$ cat src/rtl/fetch_seq.sv
// PC sequencer / fetch controller. Build option: BR_DELAY_SLOT_EN (MIPS delay slot).
// Latency: ack-to-slot 1 cycle, 1 instruction per 2 cycles.
// Backpressure: stall_i holds the slot. One extra response parks in a hold buffer, and fetching stops until the slot drains.
module fetch_seq #(
    parameter logic [31:0] RESET_PC = 32'h00003000
) (
    input  logic        clk,
    input  logic        rst,
    input  logic        stall_i,
    input  logic        redirect_valid,
    input  logic [31:0] redirect_pc,
    output logic        imem_req,
    output logic [31:0] imem_addr,
    input  logic        imem_ack,
    input  logic [31:0] imem_rdata,
    output logic        if_valid,
    output logic [31:0] if_pc,
    output logic [31:0] if_instr,
    output logic        flush
);

    typedef enum logic [1:0] {IDLE, REQ, HOLD, DROP} state_t;

    state_t      state, state_n;
    logic [31:0] pc, pc_n;
    logic        req_n;
    logic [31:0] addr_n;
    logic        slot_vld_n;
    logic [31:0] slot_pc_n, slot_instr_n;
    logic        hold_vld, hold_vld_n;
    logic [31:0] hold_pc, hold_pc_n, hold_instr, hold_instr_n;
    logic        flush_n;
`ifdef BR_DELAY_SLOT_EN
    logic        pend_vld, pend_vld_n;
    logic [31:0] pend_pc, pend_pc_n;
`endif

    logic        consume;
    logic        ack;
    logic [31:0] tgt;

    assign consume = if_valid & ~stall_i;
    assign ack     = imem_req & imem_ack;
    assign tgt     = redirect_pc & ~32'h3;

    always_ff @(posedge clk or posedge rst) begin
        if (rst) begin
            state      <= IDLE;
            pc         <= RESET_PC;
            imem_req   <= 1'b0;
            imem_addr  <= 32'h0;
            if_valid   <= 1'b0;
            if_pc      <= 32'h0;
            if_instr   <= 32'h0;
            flush      <= 1'b0;
            hold_vld   <= 1'b0;
            hold_pc    <= 32'h0;
            hold_instr <= 32'h0;
`ifdef BR_DELAY_SLOT_EN
            pend_vld   <= 1'b0;
            pend_pc    <= 32'h0;
`endif
        end else begin
            state      <= state_n;
            pc         <= pc_n;
            imem_req   <= req_n;
            imem_addr  <= addr_n;
            if_valid   <= slot_vld_n;
            if_pc      <= slot_pc_n;
            if_instr   <= slot_instr_n;
            flush      <= flush_n;
            hold_vld   <= hold_vld_n;
            hold_pc    <= hold_pc_n;
            hold_instr <= hold_instr_n;
`ifdef BR_DELAY_SLOT_EN
            pend_vld   <= pend_vld_n;
            pend_pc    <= pend_pc_n;
`endif
        end
    end

    always_comb begin
        state_n      = state;
        pc_n         = pc;
        req_n        = imem_req;
        addr_n       = imem_addr;
        slot_vld_n   = if_valid & ~consume;
        slot_pc_n    = if_pc;
        slot_instr_n = if_instr;
        hold_vld_n   = hold_vld;
        hold_pc_n    = hold_pc;
        hold_instr_n = hold_instr;
        flush_n      = 1'b0;
`ifdef BR_DELAY_SLOT_EN
        pend_vld_n   = pend_vld;
        pend_pc_n    = pend_pc;
`endif

        case (state)
            IDLE: begin
                req_n   = 1'b1;
                addr_n  = pc;
                state_n = REQ;
            end
            REQ: begin
                if (ack) begin
                    req_n = 1'b0;
                    pc_n  = pc + 32'd4;
`ifdef BR_DELAY_SLOT_EN
                    // Delay-slot response just landed: continue at the branch target.
                    if (pend_vld) begin
                        pc_n       = pend_pc;
                        pend_vld_n = 1'b0;
                    end
`endif
                    if (!if_valid || consume) begin
                        slot_vld_n   = 1'b1;
                        slot_pc_n    = imem_addr;
                        slot_instr_n = imem_rdata;
                        state_n      = IDLE;
                    end else begin
                        hold_vld_n   = 1'b1;
                        hold_pc_n    = imem_addr;
                        hold_instr_n = imem_rdata;
                        state_n      = HOLD;
                    end
                end
            end
            HOLD: begin
                if (consume) begin
                    slot_vld_n   = 1'b1;
                    slot_pc_n    = hold_pc;
                    slot_instr_n = hold_instr;
                    hold_vld_n   = 1'b0;
                    state_n      = IDLE;
                end
            end
            DROP: begin
                if (ack) begin
                    req_n   = 1'b0;
                    state_n = IDLE;
                end
            end
            default: state_n = IDLE;
        endcase

        if (redirect_valid) begin
`ifdef BR_DELAY_SLOT_EN
            // The oldest instruction left in the fetcher is the delay slot.
            case (state)
                IDLE: begin
                    if (if_valid && !consume) begin
                        pc_n   = tgt;
                        addr_n = tgt;
                    end else begin
                        pend_vld_n = 1'b1;
                        pend_pc_n  = tgt;
                    end
                end
                REQ: begin
                    if (ack) begin
                        pc_n = tgt;
                    end else begin
                        pend_vld_n = 1'b1;
                        pend_pc_n  = tgt;
                    end
                end
                HOLD: begin
                    pc_n = tgt;
                    if (!consume) begin
                        hold_vld_n = 1'b0;
                        flush_n    = 1'b1;
                        state_n    = IDLE;
                    end
                end
                default: pc_n = tgt;
            endcase
`else
            pc_n       = tgt;
            slot_vld_n = 1'b0;
            hold_vld_n = 1'b0;
            flush_n    = 1'b1;
            // An in-flight request must still be retired, so its response is eaten in DROP.
            if ((state == REQ || state == DROP) && !ack) begin
                state_n = DROP;
            end else begin
                state_n = IDLE;
                req_n   = 1'b0;
            end
`endif
        end
    end

endmodule

$ cat config.mk
export PLATFORM = sky130hd
export DESIGN_NAME = fetch_seq
export DESIGN_NICKNAME = d
export VERILOG_FILES = /design/src/rtl/fetch_seq.sv
export SDC_FILE = /design/constraint.sdc
export NUM_CORES = 1
export LEC_CHECK = 0
export CAP_MARGIN = 20
export CORE_ASPECT_RATIO = 2
export CORE_UTILIZATION = 52
export CTS_CLUSTER_DIAMETER = 60
export DETAILED_ROUTE_END_ITERATION = 10
export PLACE_DENSITY_LB_ADDON = 0.3
export SETUP_SLACK_MARGIN = 0.02
export SLEW_MARGIN = 20
export SYNTH_ARGS = -nofsm -noshare
export SYNTH_HDL_FRONTEND = slang
export SYNTH_SLANG_ARGS = --single-unit
$ cat constraint.sdc
create_clock -name clk -period 9 [get_ports clk]
set_clock_uncertainty 0.05 [all_clocks]
set_input_delay 2.25 -clock clk [delete_from_list [all_inputs] [get_ports clk]]
set_output_delay 2.25 -clock clk [all_outputs]
set_load 0.005 [all_outputs]
# == Word-level counts from Yosys, hierarchy flattened ==
# Index checks and enable logic that the tools add are counted.
# word_totals
regBits,197
inputBits,69
output_inout_bits,99
wordCells,68
# classes
add_sub_neg,1
eq_ne,9
muxes,28
n_bitwise,6
reduce_logical,14
# op_table
operator,count
32-bit 2-to-1 mux,9
32-bit one-hot mux with 2 select lines,2
32-bit by 3-bit adder with 32-bit output (second input constant),1
2-bit 2-to-1 mux,6
3-bit != test (second input constant),3
1-bit 2-to-1 mux,8
2-bit one-hot mux with 4 select lines,1
2-bit != test (second input constant),3
3-bit AND reduction,2
2-bit nonzero test,3
2-bit equality test (second input constant),2
1-bit one-hot mux with 2 select lines,2
4-bit AND reduction,1
1-bit bitwise AND,3
1-bit NOT,3
2-bit by 1-bit equality test with 1-bit output (second input constant),1
1-bit logical NOT,2
2-bit logical NOT,1
1-bit logical OR,2
2-bit AND reduction,1
2-bit OR reduction,1
1-bit logical AND,1

# == Depth between registers and ports, before layout ==
# depth
ltp_word,8
mapped_depth,8
mapped_depth_nobuf,6

# == Worst setup path after synthesis ==
# No wires, ideal clock.
# synth_timing
path_type,input to register
startpoint,input imem_ack
endpoint,register if_instr[0]
setup_ps,126
t_arrival_ps,3649
required_time_ps,8824
slack_ps,5175
path_stages,6
path_cell_list,nand3_1 > clkbuf_1 > a221oi_1 > clkbuf_1 > buf_2 > a21oi_1
# synth_via
elab_chain_cells,3
# synth_lines
element,line_no,source
start: declaration,14,"input logic imem_ack,"
1-bit bitwise AND,43,assign ack = imem_req & imem_ack;
2-bit != test (no line),n/a,
4-bit AND reduction (no line),n/a,
end signal: assignment,70,if_instr <= slot_instr_n;
end: declaration,18,"output logic [31:0] if_instr,"
# Every way passes these cells.
# A chain may end at the register's enable or synchronous reset.

# == Worst setup path in the final report ==
# layout_timing
startpoint,input imem_ack
endpoint,register if_pc[24]
# layout_via
elab_chain_cells,3
# layout_lines
element,line_no,source
1-bit bitwise AND,43,
2-bit != test (no line),n/a,
4-bit AND reduction (no line),n/a,
end signal: assignment,69,if_pc <= slot_pc_n;
end: declaration,17,"output logic [31:0] if_pc,"
# Every way passes these cells.

==> metrics <==
setup total negative slack 0 ps; Setup Fix Bufs, Post-CTS 0; first-pass GRT wire length 31300 um; f_max 194 MHz; count of cell types in the netlist 44; CTS tree yes; hpwl dp 12900 um; ant diodes 0; clk slew on worst S/H paths 60 ps; Die W 91.9 um; GPL Wtd Cong 0.858; Compound-Gate Fraction of Synth Area 7.99%; post-synthesis register bit count 189; I/O Pins 168; Synth Flop Type dfrtp_1; synthesized instance count 721; Power Density 309 nW/um2; Avg Cell Area, Syn 11.6 um2; CTS resizes 0; RSZ-0062 raised after global routing false; Final ANT Viol Nets 0; share of cells above drive strength 1 15.8%; Worst IR Drop VDD 0.251 mV; Final Hold Viols 0; Initial Utilization 53.2%; Filler cells 1162; final slew viol count 0; worst flop-to-flop path startpoint state[1]$_DFFE_PP0P_; Num Clock Sinks 189; synthesized cell area 8400 um2; status finished, final reports clean; htree depth 4; Hold Buf Count CTS 0; DIE AREA 16700 um2; Crit. End Element flop; Simple-Gate Fraction of Synth Area 10.7%; Data arrival, critical path 5430 ps; Clock Latency Late Sink 420 ps; drt initial violations 245; crit path kind input port to flop; pre-CTS setup slack 3490 ps; vias 6139; cts bufs inserted 17; clock root buffer master clkbuf_16; grt total ovfl 0; leak pwr 4.56 nW; clock buffer depth 2; CP startpoint kind input port; Final Worst Setup Slack 3850 ps; Routed WL 19000 um; port bufs 161; largest family of logic cells by synthesized area multiplexers; count of maximum capacitance violations 0; Die Y 182 um; minimum clock period 5150 ps; mux cell area share after synthesis 19.8%; core area 15800 um2; Crit path required time 9280 ps; DR pass1 iterations 5; Util after Layout 68.3%; pin count of the biggest net entering global routing 119; vias in the first global route 6343; XOR/XNOR Fraction of Synth Area 1.25%; final-report setup violation count 0; Yosys Warn Count 0; Worst Hold Launch hold_pc[22]$_DFFE_PP0P_; Avg WL per Cell 17.7 um; Fin Hold WS 455 ps; GRT Util Overall 24.0%; Synth Area in Adders 0.745%; Seq/Total Area, Yosys 56.4%; critical path startpoint imem_ack; maximum net fanout on the critical path 100; Post-synth ARST share 100%; Layout area overhead 28.3%; nets 934; via density per instance 5.72; HP Class flop to flop; Slew @ Worst Pin 1030 ps; row count 65; Post-synth EDFFs 0; post-route clock period utilization 57.2%; initial antenna violation count 0; # DRC 0; Slew HR 31.0%
## cells in the final DEF, fill, tap and decap left out, drive strengths merged, types with 9 or more instances in the layout
master / synthesis / routed
clkbuf: 25 / 20
o21ai: 15 / 15
nand2: 35 / 35
a21oi: 67 / 67
or4: 12 / 12
inv: 9 / 9
nand4: 12 / 12
mux2: 92 / 92
nor2: 75 / 75
nand3: 17 / 17
mux2i: 63 / 63
xnor2: 10 / 10
clkdlybuf4s50: 0 / 161
dfrtp: 187 / 187
## Yosys cell counts (3+ instances only)
master	count	area, um2
and4_1	3	26.3
a31oi_1	6	37.5
o21ai_0	15	75.1
buf_2	13	65.1
nand4_1	11	68.8
buf_4	5	37.5
or4_1	12	90.1
ha_1	5	62.6
mux2_2	92	1040
nand2_1	35	131
nor4_1	6	37.5
xnor2_1	10	87.6
dfrtp_1	187	4680
buf_1	8	30.0
nor2_1	75	282
inv_1	9	33.8
o211ai_1	6	45.0
nand3_1	17	85.1
clkbuf_1	25	93.8
nor3_1	5	25.0
o31ai_1	6	45.0
nand2b_1	5	31.3
mux2i_1	63	631
and3_1	5	31.3
a21oi_1	67	335
o311ai_0	5	43.8
## cell families after synthesis
family / after synthesis
muxes: 155
other: 1
xor gates and xnor gates: 12
DFF: 189
adders and majority gates: 5
buffers and inverters: 60
AOI/OAI and AO/OA: 115
and+or+nand+nor: 184
## critical path: stages
cell             delay, ps
clkdlybuf4s50_1        530
nand3_1                380
a221oi_4               980
buf_4                  860
nor2_1                 140
a21oi_1                200
## final cells by class
class	count	area (um2)	area share (%)
Clock buffer	20	457	4.24
Clock inverter	11	166	1.54
Inverter	9	41.3	0.383
Multi-Input combinational cell	475	3450	32.0
Sequential cell	189	4730	43.9
Tap cell	201	251	2.33
Timing Repair Buffer	168	1680	15.6
## through the flow
| stage | power (W) | cells | instance area, um2 |
|---|---|---|---|
| after detailed placement | 0.00256 | 1041 | 10100 |
| after global routing | 0.00352 | 1073 | 10800 |
| after CTS | 0.00335 | 1072 | 10800 |
| after floorplan | 0.00191 | 724 | 8410 |
| final | 0.00332 | 1073 | 10800 |
| after global placement | 0.00249 | 1041 | 10100 |
## report_power, final
part / internal [W] / switching (W)
registers: 0.00110 / 0.000195
clock network: 0.000478 / 0.000307
logic: 0.000702 / 0.000539
## flip-flops by register name, indices dropped and copies added (netlist names), 2 cells and up
signal and flops:
hold_instr 32, if_instr 32, hold_pc 30, if_pc 30, imem_addr 30, pc 30, state 2
## worst paths after layout
path,endpoint,slack (ps),depth (start not counted)
max in group asynchronous,imem_addr[19]$_DFFE_PP0N_,5130,3
max,if_pc[24]$_DFFE_PP0P_,3850,6
max reg2reg,if_pc[24]$_DFFE_PP0P_,5390,7
min reg2reg,hold_pc[22]$_DFFE_PP0P_,450,1
min,hold_pc[22]$_DFFE_PP0P_,450,1
min in group asynchronous,if_instr[13]$_DFFE_PP0P_,2310,2
## routing by layer
metal	GRT usage [%]	part of all wire, %
met1	27.4	38
met4	14.0	4.9
met3	4.52	4.6
met5	0	0
met2	41.3	53
Power figures use the tool's default switching activity.
